$ cat config.mk
export PLATFORM = sky130hd
export DESIGN_NAME = stage_queue
export DESIGN_NICKNAME = d
export VERILOG_FILES = /design/src/rtl/stage_queue_pkg.sv /design/src/rtl/lane_compact.sv /design/src/rtl/stage_queue.sv
export SDC_FILE = /design/constraint.sdc
export NUM_CORES = 1
export LEC_CHECK = 0
export CORE_MARGIN = 1.5
export CORE_UTILIZATION = 56
export CTS_CLUSTER_DIAMETER = 100
export DETAILED_ROUTE_END_ITERATION = 7
export GPL_TIMING_DRIVEN = 0
export HOLD_SLACK_MARGIN = 0.15
export PLACE_DENSITY = 0.78
export SLEW_MARGIN = 0
export SYNTH_ARGS = -nofsm -noshare
export SYNTH_HDL_FRONTEND = slang
export SYNTH_HIERARCHICAL = 1
export SYNTH_SLANG_ARGS = --single-unit
$ cat constraint.sdc
create_clock -name i_clk -period 8.5 [get_ports i_clk]
set_input_delay 1.7 -clock i_clk [delete_from_list [all_inputs] [get_ports i_clk]]
set_output_delay 1.7 -clock i_clk [all_outputs]
set_load 0.005 [all_outputs]
$ cat src/rtl/stage_queue_pkg.sv
// Shared fetch-side parameters and the default pointer/count types for stage_queue.
package stage_queue_pkg;

    localparam int unsigned FETCH_WIDTH = 2;
    localparam int unsigned SQ_LANES    = FETCH_WIDTH;
    localparam int unsigned SQ_DEPTH    = 8;
    localparam int unsigned SQ_DATA_W   = 64;
    localparam int unsigned SQ_PTR_W    = $clog2(SQ_DEPTH);
    localparam int unsigned SQ_CNT_W    = $clog2(SQ_DEPTH + 1);

    typedef logic [SQ_PTR_W-1:0] sq_ptr_t;
    typedef logic [SQ_CNT_W-1:0] sq_count_t;

endpackage

$ cat src/rtl/lane_compact.sv
// Per-lane exclusive prefix count of a mask plus its total popcount.
module lane_compact #(
    parameter int unsigned N = 2
) (
    input  logic [N-1:0]                        i_mask,
    output logic [N-1:0][$clog2(N + 1)-1:0]     o_offset,
    output logic [$clog2(N + 1)-1:0]            o_popcount
);

    localparam int unsigned CW = $clog2(N + 1);

    always_comb begin
        logic [CW-1:0] w_acc;
        w_acc = '0;
        for (int i = 0; i < N; i++) begin
            o_offset[i] = w_acc;
            w_acc       = w_acc + CW'(i_mask[i]);
        end
        o_popcount = w_acc;
    end

endmodule

$ cat src/rtl/stage_queue.sv
// Multi-lane circular staging queue: compacted group enqueue, in-order multi-lane dequeue.
module stage_queue
    import stage_queue_pkg::*;
#(
    parameter int unsigned LANES  = SQ_LANES,
    parameter int unsigned DEPTH  = SQ_DEPTH,
    parameter int unsigned DATA_W = SQ_DATA_W
) (
    input  logic                               i_clk,
    input  logic                               i_reset,
    input  logic                               i_flush,
    input  logic [LANES-1:0]                   i_in_valid,
    input  logic [LANES-1:0][DATA_W-1:0]       i_in_data,
    output logic                               o_in_ready,
    output logic [LANES-1:0]                   o_out_valid,
    output logic [LANES-1:0][DATA_W-1:0]       o_out_data,
    input  logic [LANES-1:0]                   i_out_ready,
    output logic [$clog2(DEPTH + 1)-1:0]       o_count
);

    localparam int unsigned PTR_W = $clog2(DEPTH);
    localparam int unsigned CNT_W = $clog2(DEPTH + 1);
    localparam int unsigned LW    = $clog2(LANES + 1);

    logic [PTR_W-1:0]  r_head;
    logic [PTR_W-1:0]  r_tail;
    logic [CNT_W-1:0]  r_count;
    logic [DATA_W-1:0] r_mem [DEPTH];

    logic                      w_enq_fire;
    logic [LANES-1:0]          w_enq_mask;
    logic [LANES-1:0][LW-1:0]  w_enq_off;
    logic [LW-1:0]             w_enq_cnt;
    logic [LANES-1:0]          w_deq_mask;
    logic [LANES-1:0]          w_deq_lead;
    logic [LANES-1:0][LW-1:0]  w_lead_off_unused;
    logic [LW-1:0]             w_deq_k;

    // Readiness looks only at the registered count so it never depends on out_ready.
    assign o_in_ready = (r_count <= CNT_W'(DEPTH - LANES));
    assign w_enq_fire = o_in_ready & ~i_flush & ~i_reset;
    assign w_enq_mask = i_in_valid & {LANES{w_enq_fire}};
    assign o_count    = r_count;

    always_comb begin
        for (int i = 0; i < LANES; i++) begin
            o_out_valid[i] = (r_count > CNT_W'(i));
            o_out_data[i]  = r_mem[r_head + PTR_W'(i)];
        end
    end

    // Only the unbroken run of accepted lanes starting at lane 0 is consumed.
    always_comb begin
        logic w_run;
        w_run      = 1'b1;
        w_deq_mask = o_out_valid & i_out_ready;
        for (int i = 0; i < LANES; i++) begin
            w_run         = w_run & w_deq_mask[i];
            w_deq_lead[i] = w_run;
        end
    end

    lane_compact #(
        .N          (LANES)
    ) u_enq_compact (
        .i_mask     (w_enq_mask),
        .o_offset   (w_enq_off),
        .o_popcount (w_enq_cnt)
    );

    lane_compact #(
        .N          (LANES)
    ) u_deq_compact (
        .i_mask     (w_deq_lead),
        .o_offset   (w_lead_off_unused),
        .o_popcount (w_deq_k)
    );

    always_ff @(posedge i_clk) begin
        if (i_reset || i_flush) begin
            r_head  <= '0;
            r_tail  <= '0;
            r_count <= '0;
        end else begin
            r_head  <= r_head + PTR_W'(w_deq_k);
            r_tail  <= r_tail + PTR_W'(w_enq_cnt);
            r_count <= r_count + CNT_W'(w_enq_cnt) - CNT_W'(w_deq_k);
        end
    end

    // Storage is never reset; pointers and count alone define what is live.
    always_ff @(posedge i_clk) begin
        for (int l = 0; l < LANES; l++) begin
            if (w_enq_mask[l]) begin
                r_mem[r_tail + PTR_W'(w_enq_off[l])] <= i_in_data[l];
            end
        end
    end

endmodule

Word-level counts from Yosys, hierarchy flattened
Memories as Yosys holds them, arrays and structs flattened. A register that Yosys moved wholly into a read port is not among the register bits.
Cells that the tools add are included.
{ "totals": {"regBits": 10, "ramBits": 512, "word_cells": 28, "n_memories": 1} }
{ "op_classes": {"addsub": 8, "magnitude_cmp": 3, "muxes": 5, "n_bitwise": 7, "reduce_logical": 1} }
{ "memory_table": {"columns": ["memory", "words", "word_bits", "read_ports", "rd_clocked_by_memory_dff", "write_ports", "line_no", "rtl"], "rows": [
  ["r_mem", 8, 64, 2, 1, 2, "stage_queue.sv:28", "logic [DATA_W-1:0] r_mem [DEPTH];"]
]} }
{ "ops": {"columns": ["op", "n"], "rows": [
  ["4-bit by 1-bit > comparator with 1-bit output (second input constant)", 2],
  ["3-bit by 2-bit adder with 3-bit output", 2],
  ["1-bit by 1-bit adder with 2-bit output", 2],
  ["4-bit by 2-bit adder with 4-bit output", 1],
  ["2-bit bitwise AND", 2],
  ["4-bit by 3-bit less-or-equal comparator with 1-bit output (second input constant)", 1],
  ["1-bit two-way mux", 4],
  ["4-bit by 2-bit subtractor with 4-bit output", 1],
  ["3-bit by 1-bit adder with 3-bit output", 1],
  ["3-bit by 1-bit adder with 3-bit output (second input constant)", 1],
  ["1-bit bitwise AND", 3],
  ["3-bit two-way mux", 1],
  ["1-bit inverter", 2],
  ["1-bit logical OR", 1]
]} }

Logic depth before layout (Yosys ltp)
{ "depth": {"depth_word": 7, "ltp_mapped": 15, "ltp_nobuf": 14} }

Modules after synthesis
The synthesis kept the hierarchy.
{ "by_module_without_submodules": {"columns": ["module", "instances", "cells_each", "area_per_inst_um2", "seq_area_each_um2"], "rows": [
  ["stage_queue", 1, 1644, 30409.2, 15574.9],
  ["lane_compact", 2, 6, 46.3, 0.0]
]} }

Least setup slack after synthesis
OpenSTA, ideal clock, no wires.
{ "synth_timing": {"path_kind": "input to register", "from": "input port i_flush", "to": "memory r_mem[5][0] (netlist name) (enable)", "setup_time_ns": 0.507, "arrival_time_ns": 6.535, "t_required_ns": 7.993, "path_slack_ns": 1.458, "path_stages": 10, "n_path_buf": 2, "path_cell_list": "nor2_1 and3_1 buf_4 ha_1 inv_1 fa_1 and3_1 buf_1 nand2_1 a21oi_1"} }
{ "synth_lines": {"columns": ["element", "line_no", "rtl"], "rows": [
  ["start, declared", "stage_queue.sv:11", "input logic i_flush,"],
  ["end, declared", "stage_queue.sv:28", null]
]} }

==> impl_results.md <==
* Vias in the first global route at around 19000
* Peak supply drop at approximately 0.0002 V
* Final hold vios at 0
* Crit-path slowest cell: clkbuf_1
* Clk slew on worst S/H paths at around 60 ps
* First-pass GRT wire length at 126000 µm
* CTS H-tree depth at 2
* Final core occ at between 60% and 70%
* Most used cell, CP: clkbuf_1
* I/O pin total at 270
* Critical-path cell list: ha_1 -> clkbuf_1 -> clkbuf_1 -> mux4_2 -> mux2_2 -> clkdlybuf4s50_1
* Max incr delay on CP at between 900 and 1000 ps
* Hold-fix buffers at CTS at 0
* Worst-margin pin slew at 1130 ps
* Initial DRT Pass Iterations at 5
* Maximum clock skew at final layout at 12.6 ps
* Num CTS Buffers at 56
* Synthesized area at between 30000 and 40000 µm²
* Initial DRC count at approximately 2100
* DIE HEIGHT at approximately 240 µm
* Fill cells at ~3600
* Worst skew pair latency at 620 ps
* GR Overflow Total at 0
* Post-Synthesis Cells at between 1500 and 2000
* Die area at between 50000 and 60000 µm²
* Final WL at 85700 µm
* Core ar. at around 54000 µm²
* DP Worst Slack at about 2700 ps
* Setup slack after layout at approximately 2700 ps
* Critical path class: reg2out
* Routed wire length per instance at slightly above 30 µm
* PD cells at 198 nW/µm²
* Fmax at ~0.17 GHz
* Setup crit start kind: flop
* CTS Sinks at between 500 and 600
* Number of vias per cell at about 6.7
* WP data arrival at 4120 ps
* LEAKAGE at approximately 12 nW
* Slew Viols, Final at 0
* Max-cap violations at 0
* Slew Limit Headroom at between 20 and 25%
* Root Buffer: clkbuf_16
* CP max FO at 10
* RSZ-0062 raised after global routing: no
* Final setup vio count at 0
* CTS tree: yes
* Req. time, crit path at roughly 6800 ps
* Status: complete, no violations
* Die X at approximately 240 µm
* Worst-case clock buffer depth at 3
* Initial core utilization at 56.6%
* DPL Wire Length at about 55000 µm
* Initial antenna violation count at 11
* Post-CTS sizing at 0
* Type of the tightest min-delay check: reg2reg
* IO Port Bufs at 269
* Antenna Nets Post-Route at 0
* Syn Area/Cell at about 18 µm²
* Share of cells above drive strength 1 at roughly 50%
* Nets at 2158
* Via count at about 18000
* Crit. End Element: primary output
* Syn. warnings at 6
* Std cell rows at between 80 and 90
* Routability cong. at between 0.8 and 0.9
* Layout area overhead at 19.4%
* Period minus WS final at just under 6000 ps
* DRC viols at 0
* Postcts setup bufs at 0
* Period utilization at between 60% and 70%
* Total GRT Usage at 30.9%
* Pin count of the biggest net entering global routing at 24
[layout by cell type, fill, tap and decap left out, drive strengths merged]
| cell | count |
|---|---|
| nand2 | 7 |
| a22oi | 2 |
| edfxtp | 512 |
| and2 | 5 |
| bufinv | 4 |
| diode | 7 |
| nor2b | 1 |
| nor2 | 19 |
| fa | 6 |
| xnor2 | 4 |
| or2 | 2 |
| a21oi | 3 |
| ha | 13 |
| and3 | 4 |
| a21o | 1 |
| mux2i | 1 |
| inv | 20 |
| mux2 | 640 |
| nand4 | 2 |
| buf | 123 |
| clkbuf | 95 |
| conb | 3 |
| clkinv | 26 |
| nor3b | 1 |
| clkdlybuf4s50 | 269 |
| xor2 | 5 |
| dfxtp | 10 |
| a32oi | 4 |
| nand3 | 8 |
| mux4 | 256 |
[sequential cells by signal, indices dropped and copies added (netlist names)]
signal   cells
r_mem      512
o_count      4
r_head       3
r_tail       3
[where the power goes]
group	internal, mW	switching, mW
Sequential	2.90	0.0268
Clock	1.34	1.00
Combinational	1.06	0.881
Total	5.29	1.91
[per-stage QoR]
step                      hold slack, ps  area [µm²]  power (mW)  setup TNS [ps]  std cells
after floorplan                      578       30500        4.08               0       1653
after global placement               627       34000        4.87        -1224830       2618
after detailed placement             632       34600        4.91               0       2642
after CTS                            650       36400        7.23               0       2742
after global routing                 702       36400        7.42               0       2745
final                                644       36400        7.20               0       2749
[worst max-delay path: cells and delay by family, from the launching register on]
| kind | cells | cell delay (ps) |
|---|---|---|
| multiplexers | 2 | 710 |
| flip-flops | 1 | 370 |
| buffers and inverters | 3 | 2110 |
| adder cells (fa/ha/maj) | 1 | 320 |
[area by class of cell]
cell class	count	area [µm²]	share of cell area, %
multi-input cells	987	14100	38.8
inverters	18	67.6	0.186
plain buffers	126	800	2.20
flip-flops and latches	522	15600	42.8
clock buffers	68	1470	4.03
repair buffers	293	3220	8.85
diodes	7	17.5	0.0482
clock inverters	32	249	0.685
well taps	696	871	2.39
[metal layers]
metal / wire, µm / vias to the layer above / GRT usage [%] / part of all wire (%)
li1: - / 7639 / - / -
met1: 32900 / 9593 / 41.4 / 38
met2: 42700 / 993 / 51.1 / 50
met3: 7790 / 149 / 6.04 / 9.1
met4: 2260 / 14 / 10.5 / 2.6
met5: 83 / - / 0 / 0.097
[path summary, 6_finish.rpt]
kind                    startpoint                endpoint  slack, ps  cells past startpoint
max           r_head[1]$_SDFF_PP0_         o_out_data[107]       2680                      6
min           r_tail[2]$_SDFF_PP0_    r_tail[2]$_SDFF_PP0_        640                      3
max reg2reg  o_count[3]$_SDFF_PP0_  r_mem[1][44]$_DFFE_PP_       3750                     16
min reg2reg   r_tail[2]$_SDFF_PP0_    r_tail[2]$_SDFF_PP0_        640                      3
No activity file was read; power rests on OpenSTA's default activity.
